### src/rtl/alu_rr_sched_pkg.sv
// Shared definitions for the round-robin ALU scheduler.
// Holds the ALU opcode values, the scheduler FSM state encoding and the
// 7-segment patterns for hex digits 0..F (bit order {dp,g,f,e,d,c,b,a}).
package alu_rr_sched_pkg;

  localparam logic [1:0] OP_ADD = 2'b00;
  localparam logic [1:0] OP_SUB = 2'b01;
  localparam logic [1:0] OP_OR  = 2'b10;
  localparam logic [1:0] OP_XOR = 2'b11;

  typedef enum logic [1:0] {
    ST_IDLE = 2'd0,
    ST_EXEC = 2'd1,
    ST_RESP = 2'd2
  } state_t;

  localparam logic [7:0] SEG_0 = 8'h3F;
  localparam logic [7:0] SEG_1 = 8'h06;
  localparam logic [7:0] SEG_2 = 8'h5B;
  localparam logic [7:0] SEG_3 = 8'h4F;
  localparam logic [7:0] SEG_4 = 8'h66;
  localparam logic [7:0] SEG_5 = 8'h6D;
  localparam logic [7:0] SEG_6 = 8'h7D;
  localparam logic [7:0] SEG_7 = 8'h07;
  localparam logic [7:0] SEG_8 = 8'h7F;
  localparam logic [7:0] SEG_9 = 8'h6F;
  localparam logic [7:0] SEG_A = 8'h77;
  localparam logic [7:0] SEG_B = 8'h7C;
  localparam logic [7:0] SEG_C = 8'h39;
  localparam logic [7:0] SEG_D = 8'h5E;
  localparam logic [7:0] SEG_E = 8'h79;
  localparam logic [7:0] SEG_F = 8'h71;

endpackage

### src/rtl/alu_rr_sched_alu.sv
// Parametric combinational ALU.
// Ports: a, b (W-bit operands), op (2-bit opcode), y (W-bit result).
// All results wrap modulo 2^W; there is no carry or borrow output.
module alu_rr_sched_alu
  import alu_rr_sched_pkg::*;
#(
  parameter int W = 4
) (
  input  logic [W-1:0] a,
  input  logic [W-1:0] b,
  input  logic [1:0]   op,
  output logic [W-1:0] y
);

  always_comb begin
    y = '0;
    case (op)
      OP_ADD:  y = a + b;
      OP_SUB:  y = a - b;
      OP_OR:   y = a | b;
      OP_XOR:  y = a ^ b;
      default: y = '0;
    endcase
  end

endmodule

### src/rtl/alu_rr_sched.sv
// Round-robin scheduler sharing one ALU between two requesters.
// Ports:
//   clk, rst                 clock, asynchronous active-high reset
//   reqN_valid/a/b/op        command from requester N (N = 0, 1)
//   reqN_ready               command accepted this cycle (combinational)
//   respN_valid              one-cycle strobe: result belongs to requester N
//   result                   last registered ALU result
//   busy                     scheduler is not idle
//   disp_en                  display enable
//   seg_out                  registered 7-segment pattern of result[3:0]
// One operation takes three cycles: accept (IDLE), EXEC, RESP.
module alu_rr_sched
  import alu_rr_sched_pkg::*;
#(
  parameter int W = 4
) (
  input  logic         clk,
  input  logic         rst,
  input  logic         req0_valid,
  input  logic [W-1:0] req0_a,
  input  logic [W-1:0] req0_b,
  input  logic [1:0]   req0_op,
  output logic         req0_ready,
  input  logic         req1_valid,
  input  logic [W-1:0] req1_a,
  input  logic [W-1:0] req1_b,
  input  logic [1:0]   req1_op,
  output logic         req1_ready,
  output logic         resp0_valid,
  output logic         resp1_valid,
  output logic [W-1:0] result,
  output logic         busy,
  input  logic         disp_en,
  output logic [7:0]   seg_out
);

  state_t       state_q, state_d;
  logic         last_grant_q;
  logic         grant;
  logic         accept;
  logic [W-1:0] a_p1, b_p1;
  logic [1:0]   op_p1;
  logic         id_p1;
  logic [W-1:0] alu_y;
  logic [W-1:0] result_p2;
  logic         shown_q;
  logic [7:0]   seg_q;

  function automatic logic [7:0] seg_decode(input logic [3:0] nib);
    logic [7:0] pat;
    pat = 8'h00;
    case (nib)
      4'h0: pat = SEG_0;
      4'h1: pat = SEG_1;
      4'h2: pat = SEG_2;
      4'h3: pat = SEG_3;
      4'h4: pat = SEG_4;
      4'h5: pat = SEG_5;
      4'h6: pat = SEG_6;
      4'h7: pat = SEG_7;
      4'h8: pat = SEG_8;
      4'h9: pat = SEG_9;
      4'hA: pat = SEG_A;
      4'hB: pat = SEG_B;
      4'hC: pat = SEG_C;
      4'hD: pat = SEG_D;
      4'hE: pat = SEG_E;
      4'hF: pat = SEG_F;
      default: pat = 8'h00;
    endcase
    return pat;
  endfunction

  // On a tie the requester that did not win last time gets the grant.
  always_comb begin
    grant = 1'b0;
    if (req0_valid && req1_valid) grant = ~last_grant_q;
    else if (req1_valid)          grant = 1'b1;
  end

  assign req0_ready = (state_q == ST_IDLE) && req0_valid && !grant;
  assign req1_ready = (state_q == ST_IDLE) && req1_valid &&  grant;
  assign accept     = req0_ready || req1_ready;

  always_comb begin
    state_d = state_q;
    case (state_q)
      ST_IDLE: if (accept) state_d = ST_EXEC;
      ST_EXEC: state_d = ST_RESP;
      ST_RESP: state_d = ST_IDLE;
      default: state_d = ST_IDLE;
    endcase
  end

  always_ff @(posedge clk or posedge rst) begin
    if (rst) state_q <= ST_IDLE;
    else     state_q <= state_d;
  end

  // Stage p1: operands captured from the winning requester in the accept cycle
  always_ff @(posedge clk or posedge rst) begin
    if (rst) begin
      last_grant_q <= 1'b1;
      a_p1         <= '0;
      b_p1         <= '0;
      op_p1        <= OP_ADD;
      id_p1        <= 1'b0;
    end else if (accept) begin
      last_grant_q <= grant;
      a_p1         <= grant ? req1_a  : req0_a;
      b_p1         <= grant ? req1_b  : req0_b;
      op_p1        <= grant ? req1_op : req0_op;
      id_p1        <= grant;
    end
  end

  alu_rr_sched_alu #(.W(W)) u_alu (
    .a  (a_p1),
    .b  (b_p1),
    .op (op_p1),
    .y  (alu_y)
  );

  // Stage p2: ALU result registered at the end of EXEC, held until the next op
  always_ff @(posedge clk or posedge rst) begin
    if (rst) begin
      result_p2 <= '0;
      shown_q   <= 1'b0;
    end else begin
      if (state_q == ST_EXEC) result_p2 <= alu_y;
      if (state_q == ST_RESP) shown_q   <= 1'b1;
    end
  end

  // Display stage: the RESP term lets the new pattern land in the cycle after RESP
  always_ff @(posedge clk or posedge rst) begin
    if (rst) seg_q <= 8'h00;
    else if (disp_en && (shown_q || state_q == ST_RESP))
      seg_q <= seg_decode(result_p2[3:0]);
    else
      seg_q <= 8'h00;
  end

  assign resp0_valid = (state_q == ST_RESP) && !id_p1;
  assign resp1_valid = (state_q == ST_RESP) &&  id_p1;
  assign busy        = (state_q != ST_IDLE);
  assign result      = result_p2;
  assign seg_out     = seg_q;

endmodule

### config.mk
export PLATFORM = sky130hd
export DESIGN_NAME = alu_rr_sched
export DESIGN_NICKNAME = d
export VERILOG_FILES = /design/src/rtl/alu_rr_sched_pkg.sv /design/src/rtl/alu_rr_sched_alu.sv /design/src/rtl/alu_rr_sched.sv
export SDC_FILE = /design/constraint.sdc
export NUM_CORES = 1
export LEC_CHECK = 0
export BUFFER_PORTS_ARGS = -buffer_cell sky130_fd_sc_hd__buf_2
export CAP_MARGIN = 5
export CORE_ASPECT_RATIO = 1.4
export CORE_MARGIN = 10
export CORE_UTILIZATION = 47
export DETAILED_ROUTE_END_ITERATION = 16
export PLACE_DENSITY = 0.75
export RECOVER_POWER = 50
export SYNTH_ARGS = -nofsm -noshare
export SYNTH_HDL_FRONTEND = slang
export SYNTH_SLANG_ARGS = --single-unit
### constraint.sdc
create_clock -name clk -period 1.8 [get_ports clk]
set_input_delay 0.09 -clock clk [delete_from_list [all_inputs] [get_ports clk]]
set_output_delay 0.09 -clock clk [all_outputs]
set_load 0.05 [all_outputs]
==> flow_summary_export.csv, run 1 <==
group,metric,value,unit
logic_synthesis,synth_cell_types,38,
place,place_congestion,0.827,
timing,rsz0062_at_grt,"true",
logic_synthesis,syn_nets,213,
setup_path,path_cells,"inv_2 -> ha_4 -> nand2_2 -> a21boi_2 -> ha_1 -> nor2b_1 -> o21a_1 -> o2111a_1 -> nor3_1",
setup_path,crit_slowest_cell,"dfrtp_1",
power,leakage,1.03,nW
place,pre_cts_ws,-0.152,ns
setup_path,required,2.00,ns
clock_tree,cts_tree,"built",
logic_synthesis,ys_seq_area_share,40.0,%
clock_tree,h-tree-depth,1,
die,io_pins,42,
die,die_area,6250,µm²
setup_path,start_kind,"register",
die,rows,25,
setup_path,cp.depth,9,
power,seq_power_share,25.9,%
routing,route.detailed.drc,0,
logic_synthesis,synth_warnings,0,
timing,fin_ws,-0.0926,ns
clock_tree,cts_inserted_buffers,3,
power,pwr-share-clk,11.0,%
setup_path,endpoint_kind,"register",
clock_tree,cts_buffer_depth,2,
logic_synthesis,syn_area,1630,µm²
power,p_sw_share,48.5,%
setup_path,slowest_delay,0.38,ns
power,intPower,2.25,mW
timing,slew_violations,0,
cells_and_area,mostFrequentLayoutCells,"36 x buf_2, 25 x dfrtp_1, 20 x nor2_1",
routing,dr.first_iter.drc_count,74,
setup_path,r2r_start,"b_p1[1]$_DFFE_PP0P_",
cells_and_area,drive_gt1_share,30.4,%
timing,period_share,105,%
setup_path,rrSetupSlack,-0.09,ns
logic_synthesis,async_flop_share,100,%
power,p_sw,2.12,mW
setup_path,critPathKind,"reg2reg",
routing,drtAntennaViolNets,0,
setup_path,crit_end,"result[3]$_DFFE_PP0N_",
grt,first_global_vias,1484,
logic_synthesis,synth.avg_cell_area,9.36,µm²
power,finalPower,4.37,mW
logic_synthesis,netlist_instances,174,
grt,grt_max_degree,27,
die,fp.coreArea,3350,µm²
place,dp_hpwl,2750,µm
timing,tightest_slew,0.653,ns
setup_path,arrival,2.09,ns
timing,clock_skew,0.00533,ns
routing,wl_per_cell,12.9,µm
clock_tree,worstSkewPairLatency,0.27,ns
power,combPwrFrac,63.1,%
die,floorplan.initialDensity,48.6,%
hold_path,hp-start,"req1_valid",
die,fp.dieW,69.7,µm
place,io_buffers,40,
place,place_area,1930,µm²
die,die_h,89.6,µm
run_status,status,"finished with violations",
setup_path,critPathBufInv,1,
timing,whs,0.0380,ns
cells_and_area,area_delta_synth_final,25.6,%
grt,grt_pass1_wl,6150,µm
routing,dr_total_vias,1367,
cells_and_area,fin_area,2040,µm²
grt,overflow,0,
hold_path,hold_class,"in2reg",
timing,fmax,528,MHz
cells_and_area,diodes,0,
run,drv_cap,0,
setup_path,worstReg2RegEnd,"result[3]$_DFFE_PP0N_",
routing,vias_per_cell,5.18,
clock_tree,clkTransAtPathRegs,0.09,ns
setup_path,r2r_cells,9,
grt,antenna_found_initial,0,
timing,setup_viol,1,
power,power_density,2140,nW/µm²
setup_path,crit_start,"b_p1[1]$_DFFE_PP0P_",
clock_tree,cts-root-buf,"clkbuf_8",
run_status,violations,"negative setup slack",
timing,max_slew_margin,56.5,%
cells_and_area,final_common_cell,"buf_2",
cells_and_area,nFillCells,300,
timing,finalCriticalPeriod,1.89,ns
cells_and_area,layout.nets,264,
routing,dr.pass1.iters,4,
routing,routed_wirelength,3410,µm
grt,track_usage,11.5,%
clock_tree,clock-sinks,26,
timing,hold_viol_final,0,
setup_path,critPathTopFamily,"compound AO/OA/AOI/OAI gates",
setup_path,worst-path-max-fanout,2,
logic_synthesis,ys_ff_latch,26,
power,ir_drop,0.00112,V
logic_synthesis,synth-edff-count,0,
logic_synthesis,ys.flop_type,"dfrtp_1",
registers in the layout, summed over array words and instances, names as in the netlist:
name / cells
seg_out: 7
a_p1: 4
b_p1: 4
result: 4
op_p1: 2
state_q: 2
id_p1: 1
last_grant_q: 1
shown_q: 1
cell type report:
class	count	area, µm²	share of cell area (%)
clock buffers	3	41.3	2.02
clock inverters	1	30.0	1.47
inverters	17	63.8	3.12
multi-input cells	122	900	44.0
flip-flops and latches	26	652	31.9
well taps	40	50.0	2.45
repair buffers	55	308	15.1
how the worst min path moves through the flow:
| stage | to | cells past startpoint |
|---|---|---|
| detailed placement | seg_out[3]$_DFF_PP0_ | 3 |
| global route | last_grant_q$_DFFE_PP1P_ | 3 |
| finish | last_grant_q$_DFFE_PP1P_ | 3 |
| global placement | seg_out[1]$_DFF_PP0_ | 3 |
| CTS | last_grant_q$_DFFE_PP1P_ | 3 |
| floorplan | a_p1[0]$_DFFE_PP0P_ | 1 |
worst register-to-register path: cells and delay by family (launching register included):
| family | cells | cell delay, ns |
|---|---|---|
| buffers and inverters | 1 | 0.06 |
| DFF | 1 | 0.38 |
| AOI/OAI and AO/OA | 3 | 0.58 |
| and+or+nand+nor | 3 | 0.28 |
| adders and majority gates | 2 | 0.52 |
power by group through the flow:
stage               clock network [mW]  logic, mW  registers (mW)
finish                           0.483       2.76            1.13
global route                     0.527       3.06            1.19
CTS                              0.501       2.77            1.13
detailed placement                   0       2.69            1.14
global placement                     0       2.62            1.13
floorplan                            0       1.72            1.47
metal layers:
metal	track usage [%]	up-vias	part of all wire, %
met5	0	-	0
met1	11.9	632	41
met2	22.3	41	52
met4	3.78	0	1.1
met3	2.86	6	5.4
li1	-	688	-
cells in the mapped netlist (2+ instances only):
library cell / number / area (µm²)
inv_1: 17 / 63.8
mux2i_1: 12 / 120
a211oi_1: 5 / 37.5
nand2_1: 10 / 37.5
a21oi_1: 17 / 85.1
xnor2_1: 2 / 17.5
ha_1: 13 / 163
o21a_1: 2 / 15.0
a311oi_1: 2 / 17.5
nor2b_1: 4 / 25.0
or2_2: 2 / 12.5
nor3_1: 3 / 15.0
nand2b_1: 6 / 37.5
dfrtp_1: 25 / 626
clkbuf_1: 6 / 22.5
nor2_1: 20 / 75.1
o21ai_0: 7 / 35.0
stage by stage:
stage	setup TNS [ns]	util (%)	std cells
global placement	-0.0917	57.5	257
floorplan	-0.113	-	174
finish	-0.0926	61.1	264
detailed placement	-0.184	57.5	257
global route	-0.306	61.1	264
CTS	-0.102	60.9	264
logic make-up after synthesis:
| group | count (synthesis) | synth area share, % |
|---|---|---|
| AOI/OAI and AO/OA | 44 | 18.4 |
| xor gates and xnor gates | 3 | 1.61 |
| adders and majority gates | 14 | 11.2 |
| buffers and inverters | 26 | 6.76 |
| DFF | 26 | 40.0 |
| muxes | 12 | 7.38 |
| other | 1 | 0.230 |
| and+or+nand+nor | 48 | 14.4 |
what timing repair did:
| action | CTS | global route |
|---|---|---|
| endpoints found under the setup margin | 2 | 3 |
| pin swaps | 2 | 2 |
| hold endpoints to repair | 25 | 0 |
| resized for setup | 3 | 3 |
| hold buffers | 1 | 0 |
| buffers inserted | 2 | 1 |
(Power assumes the default switching activity.)
==> run 2: changes to the inputs <==
--- a/config.mk
+++ b/config.mk
@@ -9,9 +9,9 @@
 export CAP_MARGIN = 5
 export CORE_ASPECT_RATIO = 1.4
 export CORE_MARGIN = 10
-export CORE_UTILIZATION = 47
+export CORE_UTILIZATION = 40
 export DETAILED_ROUTE_END_ITERATION = 16
-export PLACE_DENSITY = 0.75
+export PLACE_DENSITY = 0.66
 export RECOVER_POWER = 50
 export SYNTH_ARGS = -nofsm -noshare
 export SYNTH_HDL_FRONTEND = slang
==> run 2 against run 1 <==
Compared with the run above: the run still ends with negative setup slack left; global-route usage shrank 0.93 points; clock power shrank 21%; non-clock buffer count grew 1; highest routed layer unchanged.
==> flow_summary_export.csv, run 2 (same netlist as run 1, synthesis figures left out) <==
group,metric,value,unit
run_status,status,"finished with violations",
run_status,violations,"negative setup slack",
timing,slew_violations,0,
routing,dr.pass1.iters,3,
clock_tree,clkTransAtPathRegs,0.09,ns
clock_tree,cts_buffer_depth,2,
power,seq_power_share,25.4,%
timing,clock_skew,0.00360,ns
setup_path,worst-path-max-fanout,2,
routing,dr_total_vias,1342,
clock_tree,worstSkewPairLatency,0.27,ns
cells_and_area,mostFrequentLayoutCells,"35 x buf_2, 25 x dfrtp_1, 19 x nor2_1",
grt,antenna_found_initial,0,
place,place_congestion,0.826,
die,fp.dieW,73.9,µm
power,leakage,1.04,nW
setup_path,path_cells,"inv_2 -> ha_4 -> nand2_4 -> a21boi_2 -> ha_1 -> nor2b_1 -> o21a_1 -> o2111a_1 -> nor3_2",
cells_and_area,layout.nets,265,
setup_path,crit_slowest_cell,"dfrtp_1",
die,die_h,95.5,µm
run,drv_cap,0,
power,pwr-share-clk,8.6,%
power,ir_drop,0.00116,V
die,io_pins,42,
setup_path,endpoint_kind,"register",
cells_and_area,area_delta_synth_final,26.7,%
timing,period_share,107,%
power,finalPower,4.44,mW
power,intPower,2.24,mW
setup_path,arrival,2.13,ns
routing,wl_per_cell,13.2,µm
cells_and_area,layoutNonFillerInstCount,268,
timing,hold_viol_final,0,
setup_path,critPathTopFamily,"compound AO/OA/AOI/OAI gates",
cells_and_area,drive_gt1_share,31.6,%
routing,dr.first_iter.drc_count,25,
routing,vias_per_cell,5.01,
die,fp.coreArea,3920,µm²
setup_path,slowest_delay,0.38,ns
cells_and_area,largest_reg_flops,7,
grt,grt_max_degree,27,
clock_tree,clock-sinks,26,
die,rows,27,
power,p_sw,2.20,mW
timing,finalCriticalPeriod,1.93,ns
place,dp_hpwl,2700,µm
timing,fin_ws,-0.131,ns
grt,grt_pass1_wl,6060,µm
grt,track_usage,10.6,%
clock_tree,cts_tree,"built",
cells_and_area,final_common_cell,"buf_2",
power,power_density,2150,nW/µm²
clock_tree,h-tree-depth,1,
timing,max_slew_margin,55.8,%
place,io_buffers,40,
routing,drtAntennaViolNets,0,
timing,rsz0062_at_grt,"true",
setup_path,required,2.00,ns
timing,setup_viol,1,
timing,tightest_slew,0.662,ns
setup_path,critPathBufInv,1,
clock_tree,cts_inserted_buffers,3,
cells_and_area,diodes,0,
routing,routed_wirelength,3540,µm
grt,first_global_vias,1430,
hold_path,hold_class,"in2reg",
die,die_area,7060,µm²
grt,overflow,0,
die,floorplan.initialDensity,41.5,%
power,p_sw_share,49.5,%
setup_path,start_kind,"register",
routing,route.detailed.drc,0,
power,combPwrFrac,66.0,%
place,dp_cells,260,
clock_tree,cts-root-buf,"clkbuf_8",
timing,fmax,518,MHz
setup_path,critPathKind,"reg2reg",
==> run 2: worst reg2reg max path: cells and delay by family (launching register included) <==
family	cells	cell delay (ns)
buffers and inverters	1	0.06
AND/OR/NAND/NOR	3	0.26
flip-flops	1	0.38
adder cells (fa/ha/maj)	2	0.54
AO/OA/AOI/OAI	3	0.62
==> run 2: final timing paths <==
| path | start | endpoint | slack (ns) | cells after the start |
|---|---|---|---|---|
| min in group asynchronous | rst | id_p1$_DFFE_PP0P_ | 0.53 | 4 |
| max in group asynchronous | rst | op_p1[1]$_DFFE_PP0P_ | 0.85 | 4 |
| worst min-delay path | req1_valid | last_grant_q$_DFFE_PP1P_ | 0.03 | 3 |
| worst min register to register | shown_q$_DFFE_PP0P_ | shown_q$_DFFE_PP0P_ | 0.48 | 1 |
| worst max register to register | b_p1[1]$_DFFE_PP0P_ | result[3]$_DFFE_PP0N_ | -0.13 | 9 |
| worst max-delay path | b_p1[1]$_DFFE_PP0P_ | result[3]$_DFFE_PP0N_ | -0.13 | 9 |
==> run 2: power by group through the flow <==
stage               Sequential (mW)  Clock, mW  Combinational (mW)
CTS                            1.12      0.396                2.77
finish                         1.13      0.382                2.93
floorplan                      1.47          0                1.72
global route                   1.19      0.415                3.27
global placement               1.12          0                2.65
detailed placement             1.14          0                2.69
==> run 2: through the flow <==
stage                     util, %  worst slack, ns  instance area (µm²)  hold slack [ns]  setup TNS [ns]
after global placement       49.2          -0.0959                 1930            0.164         -0.0959
after floorplan                 -           -0.113                 1630            0.129          -0.113
final                        52.6           -0.131                 2060           0.0324          -0.131
after detailed placement     49.2           -0.165                 1930            0.171          -0.219
after CTS                    51.7           -0.118                 2020           0.0264          -0.118
after global routing         52.6           -0.218                 2060           0.0562          -0.270
==> run 2: repair_timing <==
action	in CTS	in global routing
gates resized for setup	3	11
pin swaps	4	6
hold buffers	1	0
buffers inserted	2	2
setup endpoints to repair	3	3
endpoints found under the hold margin	25	0
==> run 2: routing by layer <==
metal  part of all wire [%]  wire length (µm)  vias to the layer above  global-route usage [%]
met5                      0                 0                        -                       0
met4                    1.9                69                        0                    4.52
met3                    3.7               132                        6                    1.87
met2                     54              1900                       28                    19.9
met1                     41              1440                      617                    11.0
li1                       -                 -                      691                       -
==> run 2: layout make-up <==
cell class | count | area (µm²)
flip-flops and latches | 26 | 652
repair buffers | 56 | 318
multi-input cells | 122 | 920
well taps | 43 | 53.8
clock buffers | 4 | 55.1
inverters | 17 | 63.8
fillers | 392 | 1860
